File: config.mk
export PLATFORM = sky130hd
export DESIGN_NAME = ex_muldiv
export DESIGN_NICKNAME = d
export VERILOG_FILES = /design/src/rtl/ex_muldiv_pkg.sv /design/src/rtl/md_sign_fix.sv /design/src/rtl/ex_muldiv.sv
export SDC_FILE = /design/constraint.sdc
export NUM_CORES = 1
export LEC_CHECK = 0
export CAP_MARGIN = 20
export CORE_UTILIZATION = 60
export CTS_BUF_LIST = sky130_fd_sc_hd__clkbuf_2 sky130_fd_sc_hd__clkbuf_4 sky130_fd_sc_hd__clkbuf_8
export DETAILED_ROUTE_END_ITERATION = 12
export PLACE_DENSITY = 0.89
export SYNTH_ARGS = -nofsm -noshare
export SYNTH_HDL_FRONTEND = slang
export SYNTH_SLANG_ARGS = --single-unit
File: constraint.sdc
create_clock -name clk -period 10.6 [get_ports clk]
set_clock_uncertainty 0.2 [all_clocks]
set_input_delay 1.06 -clock clk [delete_from_list [all_inputs] [get_ports clk]]
set_output_delay 1.06 -clock clk [all_outputs]
set_load 0.005 [all_outputs]
File: src/rtl/ex_muldiv_pkg.sv
// Shared types for the EX-stage multiply/divide unit: op codes, FSM states
// and the iteration counter width.
package ex_muldiv_pkg;

  typedef enum logic [2:0] {
    MD_NONE  = 3'd0,
    MD_MULT  = 3'd1,
    MD_MULTU = 3'd2,
    MD_DIV   = 3'd3,
    MD_DIVU  = 3'd4
  } md_op_e;

  typedef enum logic [1:0] {
    IDLE = 2'd0,
    MUL  = 2'd1,
    DIV  = 2'd2,
    DONE = 2'd3
  } md_state_e;

  localparam int MD_WIDTH = 32;
  localparam int MD_CNT_W = $clog2(MD_WIDTH + 1);

  // Counter width for an arbitrary operand width (same rule as MD_CNT_W).
  function automatic int md_cnt_width(input int width);
    return $clog2(width + 1);
  endfunction

  function automatic logic md_op_valid(input logic [2:0] op);
    return (op >= MD_MULT) && (op <= MD_DIVU);
  endfunction

endpackage

File: src/rtl/md_sign_fix.sv
// Combinational sign handling around the unsigned iterator: absolute values
// of the operands going in, two's-complement correction of the result coming out.
module md_sign_fix #(
  parameter int WIDTH = 32
) (
  input  logic [WIDTH-1:0]   op1_i,
  input  logic [WIDTH-1:0]   op2_i,
  input  logic               is_signed_i,
  output logic [WIDTH-1:0]   abs1_o,
  output logic [WIDTH-1:0]   abs2_o,
  output logic               s1_o,
  output logic               s2_o,
  input  logic [2*WIDTH-1:0] raw_i,
  input  logic               is_mul_i,
  input  logic               neg_lo_i,
  input  logic               neg_hi_i,
  output logic [2*WIDTH-1:0] fixed_o
);

  assign s1_o   = is_signed_i & op1_i[WIDTH-1];
  assign s2_o   = is_signed_i & op2_i[WIDTH-1];
  assign abs1_o = s1_o ? (~op1_i + 1'b1) : op1_i;
  assign abs2_o = s2_o ? (~op2_i + 1'b1) : op2_i;

  // Products negate as one 2*WIDTH value; quotient and remainder negate independently.
  always_comb begin
    fixed_o = raw_i;
    if (is_mul_i) begin
      if (neg_lo_i) fixed_o = ~raw_i + 1'b1;
    end else begin
      if (neg_lo_i) fixed_o[WIDTH-1:0]       = ~raw_i[WIDTH-1:0] + 1'b1;
      if (neg_hi_i) fixed_o[2*WIDTH-1:WIDTH] = ~raw_i[2*WIDTH-1:WIDTH] + 1'b1;
    end
  end

endmodule

File: src/rtl/ex_muldiv.sv
// Multi-cycle signed/unsigned multiply and divide for the EX stage, with
// start handshake, one-cycle ready pulse, stall request and flush annul.
module ex_muldiv
  import ex_muldiv_pkg::*;
#(
  parameter int WIDTH    = 32,
  parameter bit FAST_MUL = 1'b0
) (
  input  logic               clk,
  input  logic               rst,
  input  logic               start_i,
  input  logic [2:0]         op_i,
  input  logic [WIDTH-1:0]   opdata1_i,
  input  logic [WIDTH-1:0]   opdata2_i,
  input  logic               annul_i,
  output logic               busy_o,
  output logic               ready_o,
  output logic [2*WIDTH-1:0] result_o,
  output logic               div_by_zero_o,
  output logic               stallreq_o
);

  localparam int CNT_W = md_cnt_width(WIDTH);

  md_state_e          state_q;
  logic [CNT_W-1:0]   cnt_q;
  logic [WIDTH-1:0]   hi_q, lo_q, b_q;
  logic               is_mul_q, neg_lo_q, neg_hi_q, dbz_q;
  logic [2*WIDTH-1:0] result_q;

  logic               op_valid, is_mul_op, is_signed_op, last_step, done_ok;
  logic [WIDTH-1:0]   abs1, abs2;
  logic               s1, s2;
  logic [2*WIDTH-1:0] fixed;
  logic [WIDTH:0]     mul_sum, div_shift;
  logic [WIDTH-1:0]   div_diff;
  logic               div_ge;
  logic [2*WIDTH-1:0] fast_prod;

  assign op_valid     = md_op_valid(op_i);
  assign is_mul_op    = (op_i == MD_MULT) || (op_i == MD_MULTU);
  assign is_signed_op = (op_i == MD_MULT) || (op_i == MD_DIV);
  assign last_step    = (cnt_q == CNT_W'(WIDTH - 1));

  md_sign_fix #(.WIDTH(WIDTH)) u_sign_fix (
    .op1_i       (opdata1_i),
    .op2_i       (opdata2_i),
    .is_signed_i (is_signed_op),
    .abs1_o      (abs1),
    .abs2_o      (abs2),
    .s1_o        (s1),
    .s2_o        (s2),
    .raw_i       ({hi_q, lo_q}),
    .is_mul_i    (is_mul_q),
    .neg_lo_i    (neg_lo_q),
    .neg_hi_i    (neg_hi_q),
    .fixed_o     (fixed)
  );

  // Shift-add: hi accumulates, lo holds the multiplier and shifts product bits in.
  assign mul_sum   = {1'b0, hi_q} + (lo_q[0] ? {1'b0, b_q} : '0);
  // Restoring divide: hi is the partial remainder, lo shifts dividend out / quotient in.
  assign div_shift = {hi_q, lo_q[WIDTH-1]};
  assign div_ge    = (div_shift >= {1'b0, b_q});
  assign div_diff  = div_shift[WIDTH-1:0] - b_q;
  assign fast_prod = {{WIDTH{1'b0}}, b_q} * {{WIDTH{1'b0}}, lo_q};

  always_ff @(posedge clk) begin
    if (rst) begin
      state_q  <= IDLE;
      cnt_q    <= '0;
      hi_q     <= '0;
      lo_q     <= '0;
      b_q      <= '0;
      is_mul_q <= 1'b0;
      neg_lo_q <= 1'b0;
      neg_hi_q <= 1'b0;
      dbz_q    <= 1'b0;
      result_q <= '0;
    end else begin
      case (state_q)
        IDLE: begin
          if (start_i && op_valid && !annul_i) begin
            cnt_q    <= '0;
            is_mul_q <= is_mul_op;
            dbz_q    <= 1'b0;
            if (is_mul_op) begin
              hi_q     <= '0;
              lo_q     <= abs2;
              b_q      <= abs1;
              neg_lo_q <= s1 ^ s2;
              neg_hi_q <= 1'b0;
              state_q  <= MUL;
            end else if (opdata2_i == '0) begin
              hi_q     <= opdata1_i;
              lo_q     <= '1;
              b_q      <= '0;
              neg_lo_q <= 1'b0;
              neg_hi_q <= 1'b0;
              dbz_q    <= 1'b1;
              state_q  <= DONE;
            end else begin
              hi_q     <= '0;
              lo_q     <= abs1;
              b_q      <= abs2;
              neg_lo_q <= s1 ^ s2;
              neg_hi_q <= s1;
              state_q  <= DIV;
            end
          end
        end
        MUL: begin
          if (annul_i) begin
            state_q <= IDLE;
          end else if (FAST_MUL) begin
            {hi_q, lo_q} <= fast_prod;
            state_q      <= DONE;
          end else begin
            hi_q  <= mul_sum[WIDTH:1];
            lo_q  <= {mul_sum[0], lo_q[WIDTH-1:1]};
            cnt_q <= cnt_q + CNT_W'(1);
            if (last_step) state_q <= DONE;
          end
        end
        DIV: begin
          if (annul_i) begin
            state_q <= IDLE;
          end else begin
            hi_q  <= div_ge ? div_diff : div_shift[WIDTH-1:0];
            lo_q  <= {lo_q[WIDTH-2:0], div_ge};
            cnt_q <= cnt_q + CNT_W'(1);
            if (last_step) state_q <= DONE;
          end
        end
        DONE: begin
          state_q <= IDLE;
          if (!annul_i) result_q <= fixed;
        end
        default: state_q <= IDLE;
      endcase
    end
  end

  // A flush landing in DONE suppresses the pulse and leaves result_o untouched.
  assign done_ok       = (state_q == DONE) && !annul_i;
  assign ready_o       = done_ok;
  assign result_o      = done_ok ? fixed : result_q;
  assign div_by_zero_o = done_ok & dbz_q;
  assign busy_o        = (state_q == MUL) || (state_q == DIV);
  assign stallreq_o    = ((state_q == IDLE) && start_i && op_valid) || busy_o;

endmodule
==> results of run 1 <==
-- Yosys cell counts, drive strengths merged, types with 20 or more instances --
library cell / number / area (sq um)
dfxtp: 172 / 3440
nor2: 211 / 807
nand2: 222 / 833
o31ai: 30 / 225
a221oi: 25 / 219
or3: 29 / 186
o21ai: 154 / 778
nor2b: 73 / 457
nand3: 32 / 165
a21oi: 171 / 856
a22oi: 58 / 435
inv: 60 / 225
a211oi: 25 / 188
xor2: 89 / 780
a21o: 33 / 248
xnor2: 88 / 771
clkbuf: 110 / 414
mux2i: 20 / 200
nor3: 57 / 285
ha: 74 / 926
-- worst max-delay path, delay by kind of cell --
kind	cells	cell delay, ns
simple gates	2	0.58
buf+inv	4	2.36
-- registers in the layout, indices dropped and copies added, names as in the netlist --
register and cells:
lo_q 32, neg_lo_q 1, cnt_q 6, b_q 32, neg_hi_q 1, state_q 2, hi_q 32, is_mul_q 1
result_q 64, dbz_q 1
-- layer usage --
layer  vias to the layer above  GRT usage [%]  part of all wire [%]
met5                         -              0                     0
met2                       975           58.8                    43
met3                       159           7.62                    11
met1                      7095           52.6                    41
li1                       7207              -                     -
met4                         0           19.6                   4.8
-- per-stage QoR --
stage	utilization [%]	worst slack [ns]
3_5_place_dp	67.4	5.26
6_report	69.3	5.28
3_3_place_gp	67.4	5.39
4_1_cts	69.2	5.29
5_1_grt	69.3	5.07
2_1_floorplan	-	6.61
-- path summary, 6_finish.rpt --
path	slack (ns)	from	cells after the start	end
setup reg to reg	6.05	hi_q[5]	11	hi_q[5]
hold / removal	0.26	b_q[13]	2	b_q[13]
hold reg to reg	0.26	b_q[13]	2	b_q[13]
setup / recovery	5.28	annul_i	6	div_by_zero_o
-- cells by family after synthesis --
group | synth area share, %
flip-flops | 23.9
AND/OR/NAND/NOR | 23.9
multiplexers | 2.49
buffers and inverters | 5.00
adder cells (fa/ha/maj) | 6.72
XOR/XNOR | 10.8
AO/OA/AOI/OAI | 27.2
-- layout make-up --
| cell class | count | area (sq um) |
|---|---|---|
| Clock buffer | 17 | 234 |
| Fill cell | 1987 | 7200 |
| Multi-Input combinational cell | 1621 | 10200 |
| Clock inverter | 15 | 185 |
| Sequential cell | 172 | 3440 |
| Timing Repair Buffer | 156 | 1530 |
| Inverter | 63 | 236 |
| Tap cell | 319 | 399 |
-- placed cells by master, fill, tap and decap left out, drive strengths merged, types with 14 or more instances in the layout --
| cell type | instances |
|---|---|
| mux2i | 20 |
| mux2 | 14 |
| nor2b | 73 |
| nand2b | 15 |
| clkbuf | 17 |
| a221oi | 25 |
| o31ai | 30 |
| o221ai | 14 |
| a31oi | 15 |
| or3 | 29 |
| a21oi | 171 |
| dfxtp | 172 |
| or4 | 17 |
| inv | 68 |
| nor2 | 211 |
| o21ai | 154 |
| nand2 | 222 |
| xor2 | 89 |
| clkdlybuf4s50 | 137 |
| a22oi | 58 |
| nor3 | 57 |
| xnor2 | 88 |
| buf | 19 |
| nor4 | 17 |
| a211oi | 25 |
| nand3 | 32 |
| ha | 74 |
| a21o | 33 |
-- report_power, final --
part | internal [uW] | total, uW | switching, uW
combinational | 871 | 2200 | 1330
sequential | 745 | 961 | 216
clock | 185 | 491 | 306
total | 1800 | 3650 | 1850
==> flow_metrics.py, run 1 <==
metrics = {
    "pwr": {
        "power.leakage_uw": 0.00617,
        "vdd_drop_max_mv": 0.168,
        "pwr_density_cell_nw_per_um2": 224,
        "p_total_uw": 3650,
    },
    "synthesis": {
        "synthFlopType": "dfxtp_1",
        "yosysSeqAreaShare_pct": 23.9,
        "synth-seq-cells": 172,
        "yosysWarnings": 0,
        "synthesis.area_sq_um": 14400,
        "synthCells": 1979,
        "async_reset_ff_share_pct": 0,
        "synth_cell_type_count": 78,
        "postSynthAreaPerCell_sq_um": 7.27,
        "synth_edf_count": 0,
        "syn_nets": 2126,
    },
    "place": {
        "dp.cells": 2329,
        "place_area_sq_um": 15800,
        "gp_congestion": 1.07,
        "port_buffers": 138,
        "hpwl_um": 36300,
    },
    "clocking": {
        "cts_tree": "yes",
        "cts_max_path_buffers": 2,
        "clk_latency_ns": 0.48,
        "clkSinkCount": 172,
        "numCtsBuffers": 17,
        "clk_pin_slew_ns": 0.10,
        "cts_hold_buf": 0,
        "post-cts-setup-buffer-count": 0,
        "cts_max_level": 4,
        "ctsRootBufferMaster": "clkbuf_8",
        "cts_resized": 0,
    },
    "grt": {
        "track_usage_pct": 39.0,
        "grt.overflow.total": 0,
        "grt_antenna_before_repair": 0,
        "grt_max_degree": 110,
        "grt_pass1_wl_um": 74500,
        "grt_pass1_vias": 13900,
    },
    "die": {
        "dieHeight_um": 157,
        "num_rows": 56,
        "start_util_pct": 61.3,
        "die_area_sq_um": 24600,
        "core_area_sq_um": 23500,
        "boundaryPins": 139,
        "die_w_um": 157,
    },
    "layout": {
        "final_cell_area_sq_um": 16300,
        "fin_nets": 2178,
        "syn2layout_area_growth_pct": 13.1,
        "diodes": 0,
        "stdcell_count": 2363,
        "drive_above_1_share_pct": 4.89,
    },
    "setup_path": {
        "crit_fanout": 109,
        "worstPathArrival_ns": 4.06,
        "required_ns": 9.34,
        "critPathKind": "in -> out",
        "end_kind": "output pin",
        "slowest_stage": "buf_4",
        "cpMostUsedCell": "clkdlybuf4s50_1",
        "worstSetupStartpointType": "input pin",
        "cp_cell_sequence": "clkdlybuf4s50_1 > nand2b_4 > buf_4 > clkinv_1 > and2_1 > clkdlybuf4s50_1",
        "cp_slowest_stage_delay_ns": 0.70,
    },
    "routing": {
        "drc": 0,
        "detail-route-antenna-nets": 0,
        "wl_um": 48500,
        "drtIter0Drc": 2116,
        "wire_per_inst_um": 20.5,
        "drt_first_pass_iters": 7,
        "routed_via_density": 6.53,
        "route.vias.total": 15400,
    },
    "timing": {
        "tns_ns": 0,
        "fmax_ghz": 0.188,
        "slew_headroom_pct": 37.1,
        "finalMaxSlewViolations": 0,
        "rsz0062_at_grt": "false",
        "hold_ws_ns": 0.259,
        "fin_crit_sh_pct": 50.2,
        "hold_viol_final": 0,
        "tightest_slew_ns": 0.943,
        "setup_violations": 0,
        "post-route-min-period_ns": 5.32,
    },
    "worst_hold_path": {
        "min_path_type": "reg -> reg",
    },
    "status": {
        "status": "finished, final reports clean",
    },
    "job": {
        "max_cap_viol_count": 0,
    },
}
No activity file was read; power rests on OpenSTA's default activity.
==> run 2, diff against run 1 <==
CORE_UTILIZATION = 55   (was 60)
PLACE_DENSITY = 0.86   (was 0.89)
clock period = 4.5 ns   (was 10.6 ns; I/O delays follow)
==> flow_metrics.py, run 2 (same netlist as run 1, synthesis figures left out) <==
metrics = {
    "status": {
        "status": "finished, final reports clean",
    },
    "clocking": {
        "cts_hold_buf": 0,
        "clk_pin_slew_ns": 0.13,
        "clkSinkCount": 172,
        "numCtsBuffers": 17,
        "clk_latency_ns": 0.49,
        "cts_tree": "yes",
        "cts_max_level": 4,
        "ctsRootBufferMaster": "clkbuf_8",
        "cts_max_path_buffers": 2,
    },
    "setup_path": {
        "rrSetupSlack_ns": 0.42,
        "cp_num_cells": 9,
        "endpoint": "result_o[61]",
        "path_buf_inv": 1,
        "required_ns": 3.85,
        "end_kind": "output pin",
        "crit_start": "lo_q[23]",
        "worstPathArrival_ns": 3.78,
        "r2r_end": "hi_q[31]",
        "critPathKind": "reg -> out",
        "worstSetupStartpointType": "register",
        "critPathTopFamily": "simple AND/OR/NAND/NOR gates",
        "cp_slowest_stage_delay_ns": 0.57,
        "r2r_start": "lo_q[0]",
        "cp_cell_sequence": "or4_4 > or3_4 > or4_4 > nor2_4 > o21ai_1 > o41ai_2 > xor2_1 > o21ai_1 > clkdlybuf4s50_1",
        "reg2reg_depth": 15,
        "crit_fanout": 8,
        "slowest_stage": "or4_4",
    },
    "layout": {
        "diodes": 0,
        "top_register": "result_q",
        "final_common_cell": "nand2_1",
        "syn2layout_area_growth_pct": 15.6,
        "layout_common_cells": "nand2_1 (222), nor2_1 (205), dfxtp_1 (169), a21oi_1 (168)",
        "fin_nets": 2204,
        "fin_util_pct": 65.4,
        "largest_reg_flops": 64,
        "fill_cells": 2216,
        "final_cell_area_sq_um": 16600,
        "drive_above_1_share_pct": 6.96,
    },
    "place": {
        "place_area_sq_um": 16000,
        "gp_congestion": 1.01,
        "port_buffers": 138,
        "hpwl_um": 37400,
    },
    "timing": {
        "post-route-min-period_ns": 4.43,
        "setup_violations": 0,
        "slew_headroom_pct": 29.4,
        "rsz0062_at_grt": "true",
        "hold_ws_ns": 0.191,
        "finalMaxSlewViolations": 0,
        "fmax_ghz": 0.226,
        "hold_viol_final": 0,
        "tightest_slew_ns": 1.06,
        "fin_crit_sh_pct": 98.5,
    },
    "die": {
        "dieHeight_um": 164,
        "die_area_sq_um": 26800,
        "start_util_pct": 56.6,
        "die_w_um": 164,
        "num_rows": 58,
        "boundaryPins": 139,
        "core_area_sq_um": 25400,
    },
    "routing": {
        "drtIter0Drc": 2171,
        "detail-route-antenna-nets": 0,
        "route.vias.total": 15600,
        "wl_um": 49800,
        "drc": 0,
        "drt_first_pass_iters": 8,
        "routed_via_density": 6.51,
        "wire_per_inst_um": 20.7,
    },
    "grt": {
        "grt_max_degree": 70,
        "grt_pass1_vias": 14100,
        "grt_antenna_before_repair": 0,
        "track_usage_pct": 36.7,
        "grt.overflow.total": 0,
        "grt_pass1_wl_um": 76100,
    },
    "worst_hold_path": {
        "min_path_type": "in -> reg",
    },
    "pwr": {
        "p_total_uw": 8860,
        "vdd_drop_max_mv": 0.426,
        "power.leakage_uw": 0.00640,
        "pwr_density_cell_nw_per_um2": 533,
    },
    "job": {
        "max_cap_viol_count": 0,
    },
}
## run 2: changes by cell type in the layout (fill, tap and decap cells not counted), sizes merged
cell	before	now
dlymetal6s2s	0	3
dlygate4sd2	0	2
clkinv	10	11
clkdlybuf4s50	137	132
clkinvlp	0	1
inv	68	66
buf	19	45
## run 2: where the power goes
part           switching, uW  total, uW  leakage [uW]  internal, uW
Combinational           3300       5460       0.00479          2160
Clock                    759       1200      0.000213           444
Sequential               435       2190       0.00140          1760
## run 2: repair_timing
item / in CTS / in global routing
pin swaps: 2 / 6
buffers inserted: 1 / 1
resized for setup: 11 / 25
endpoints found under the setup margin: 12 / 24
## run 2: metrics by stage
step,cells,TNS (ns),setup WS [ns]
after CTS,2399,-0.0457,-0.0382
after global routing,2400,-0.101,-0.0607
final,2400,0,0.0691
after global placement,2366,0,0.176
after detailed placement,2366,0,0.184
after floorplan,1979,0,1.12
## run 2: worst min-delay path by stage
stage,from,end,depth (start not counted)
final,rst,b_q[9],2
after global routing,rst,b_q[2],2
after CTS,rst,cnt_q[0],2
after detailed placement,b_q[3],b_q[3],2
after global placement,b_q[10],b_q[10],2
after floorplan,dbz_q,dbz_q,2
## run 2: per-layer routing
layer  GRT usage [%]  vias to the layer above  share of wire, %
met5               0                        -                 0
met4            18.2                        0               4.6
met3            7.24                      153                11
met2            55.9                      991                44
met1            49.0                     7235                41
li1                -                     7252                 -
## run 2: area by class of cell
type	count	area (sq um)	share of cell area, %
multi-input cells	1621	10300	62.3
flip-flops and latches	172	3450	20.8
repair buffers	182	1730	10.4
well taps	330	413	2.49
inverters	63	236	1.42
clock buffers	17	234	1.41
clock inverters	15	210	1.27
==> run 3, diff against run 2 <==
CORE_ASPECT_RATIO = 0.9   (was unset)
==> flow_metrics.py, run 3 (same netlist as run 1, synthesis figures left out) <==
metrics = {
    "clocking": {
        "cts_max_path_buffers": 2,
        "numCtsBuffers": 17,
        "cts_max_level": 4,
        "cts_tree": "yes",
        "cts_hold_buf": 0,
        "clk_pin_slew_ns": 0.11,
        "clkSinkCount": 172,
        "clk_latency_ns": 0.50,
        "ctsRootBufferMaster": "clkbuf_8",
    },
    "routing": {
        "route.vias.total": 15500,
        "wl_um": 50600,
        "drt_first_pass_iters": 6,
        "wire_per_inst_um": 20.9,
        "drc": 0,
        "drtIter0Drc": 2306,
        "routed_via_density": 6.40,
        "detail-route-antenna-nets": 0,
    },
    "timing": {
        "fin_crit_sh_pct": 98.8,
        "fmax_ghz": 0.225,
        "slew_headroom_pct": 33.8,
        "hold_viol_final": 0,
        "tightest_slew_ns": 0.993,
        "tns_ns": 0,
        "finalMaxSlewViolations": 0,
        "hold_ws_ns": 0.265,
        "setup_ws_ns": 0.0562,
        "rsz0062_at_grt": "true",
        "post-route-min-period_ns": 4.44,
        "setup_violations": 0,
    },
    "die": {
        "core_area_sq_um": 25400,
        "dieHeight_um": 155,
        "die_area_sq_um": 26800,
        "boundaryPins": 139,
        "start_util_pct": 56.6,
        "die_w_um": 172,
        "num_rows": 55,
    },
    "setup_path": {
        "path_buf_inv": 3,
        "critPathTopFamily": "simple AND/OR/NAND/NOR gates",
        "slowest_stage": "or4_4",
        "cp_slowest_stage_delay_ns": 0.57,
        "crit_fanout": 8,
        "cp_cell_sequence": "or4_4 > or3_4 > or4_4 > nor2_4 > nor2_2 > o41ai_4 > buf_4 > buf_4 > o21ai_1 > xnor2_1 > o21ai_1 > dlygate4sd2_1",
        "worstPathArrival_ns": 3.79,
        "end_kind": "output pin",
        "worstSetupStartpointType": "register",
        "critPathKind": "reg -> out",
        "required_ns": 3.85,
    },
    "layout": {
        "fill_cells": 2200,
        "stdcell_count": 2423,
        "syn2layout_area_growth_pct": 16.1,
        "layout_common_cells": "nand2_1 (222), nor2_1 (204), dfxtp_1 (169), a21oi_1 (168), clkdlybuf4s50_1 (128)",
        "top_register": "result_q",
        "final_common_cell": "nand2_1",
        "fin_nets": 2213,
        "drive_above_1_share_pct": 7.31,
        "largest_reg_flops": 64,
    },
    "place": {
        "gp_congestion": 1.05,
        "post-place-ws_ns": 0.193,
        "dp.cells": 2381,
        "hpwl_um": 38000,
        "port_buffers": 138,
    },
    "grt": {
        "grt_pass1_wl_um": 77400,
        "grt_antenna_before_repair": 0,
        "grt.overflow.total": 0,
        "track_usage_pct": 37.5,
        "grt_max_degree": 78,
        "grt_pass1_vias": 14100,
    },
    "job": {
        "max_cap_viol_count": 0,
    },
    "pwr": {
        "pwr_density_cell_nw_per_um2": 534,
        "power.leakage_uw": 0.00652,
        "vdd_drop_max_mv": 0.435,
    },
    "worst_hold_path": {
        "min_path_type": "reg -> reg",
    },
    "status": {
        "status": "finished, final reports clean",
    },
}
run 3: changes by cell type in the layout (fill, tap and decap cells not counted), moves of 2 or more:
cell             change
nor4_2               -2
nor2_4               -2
o21ai_1              +5
buf_4                +7
diode_2              +2
inv_12               -2
dlymetal6s2s_1       +4
nor2_2               +3
o21ai_0              -5
clkdlybuf4s50_1      -4
run 3: tightest hold or removal path, delay by kind of cell, from the launching register on:
family / cells / cell delay [ns]
flops: 1 / 0.32
simple gates: 1 / 0.05
compound gates: 1 / 0.05
run 3: path summary, 6_finish.rpt:
kind	from	depth (start not counted)	to	slack (ns)
setup / recovery	lo_q[23]	12	result_o[59]	0.06
hold reg to reg	b_q[30]	2	b_q[30]	0.27
hold / removal	b_q[30]	2	b_q[30]	0.27
setup reg to reg	hi_q[13]	11	hi_q[21]	0.54
run 3: layout make-up:
type	instances	area (sq um)	share of cell area (%)
antenna	2	5.00	0.0300
clock buffer	17	234	1.40
clock inverter	15	190	1.14
inverter	63	236	1.42
multi-input combinational	1621	10300	61.9
sequential	172	3450	20.7
tap	342	428	2.56
timing repair buffer	191	1820	10.9
run 3: what timing repair did:
item,4_1_cts,5_1_grt
setup buffers,3,5
pin swaps,3,9
endpoints found under the setup margin,16,24
gates resized for setup,12,32
run 3: metal layers:
metal  global-route usage, %  wire [um]  part of all wire [%]  vias up
met4                    14.4       2030                   4.0        0
met2                    55.3      21600                    43      884
met5                       0          0                     0        -
met3                    6.49       5200                    10      131
met1                    53.8      21800                    43     7219
li1                        -          -                     -     7267
run 3: report_power, final:
| group | leakage [uW] | internal (uW) | switching, uW | total [uW] |
|---|---|---|---|---|
| Combinational | 0.00492 | 2200 | 3300 | 5510 |
| Sequential | 0.00140 | 1760 | 459 | 2220 |
| Clock | 0.000206 | 432 | 751 | 1180 |
| Total | 0.00652 | 4400 | 4510 | 8910 |
run 3: through the flow:
stage / util (%) / total power (uW) / cell area [sq um]
2_1_floorplan: - / 5970 / 14400
3_3_place_gp: 63.3 / 7360 / 16100
3_5_place_dp: 63.4 / 7440 / 16100
4_1_cts: 65.3 / 8640 / 16600
5_1_grt: 65.7 / 9420 / 16700
6_report: 65.8 / 8910 / 16700
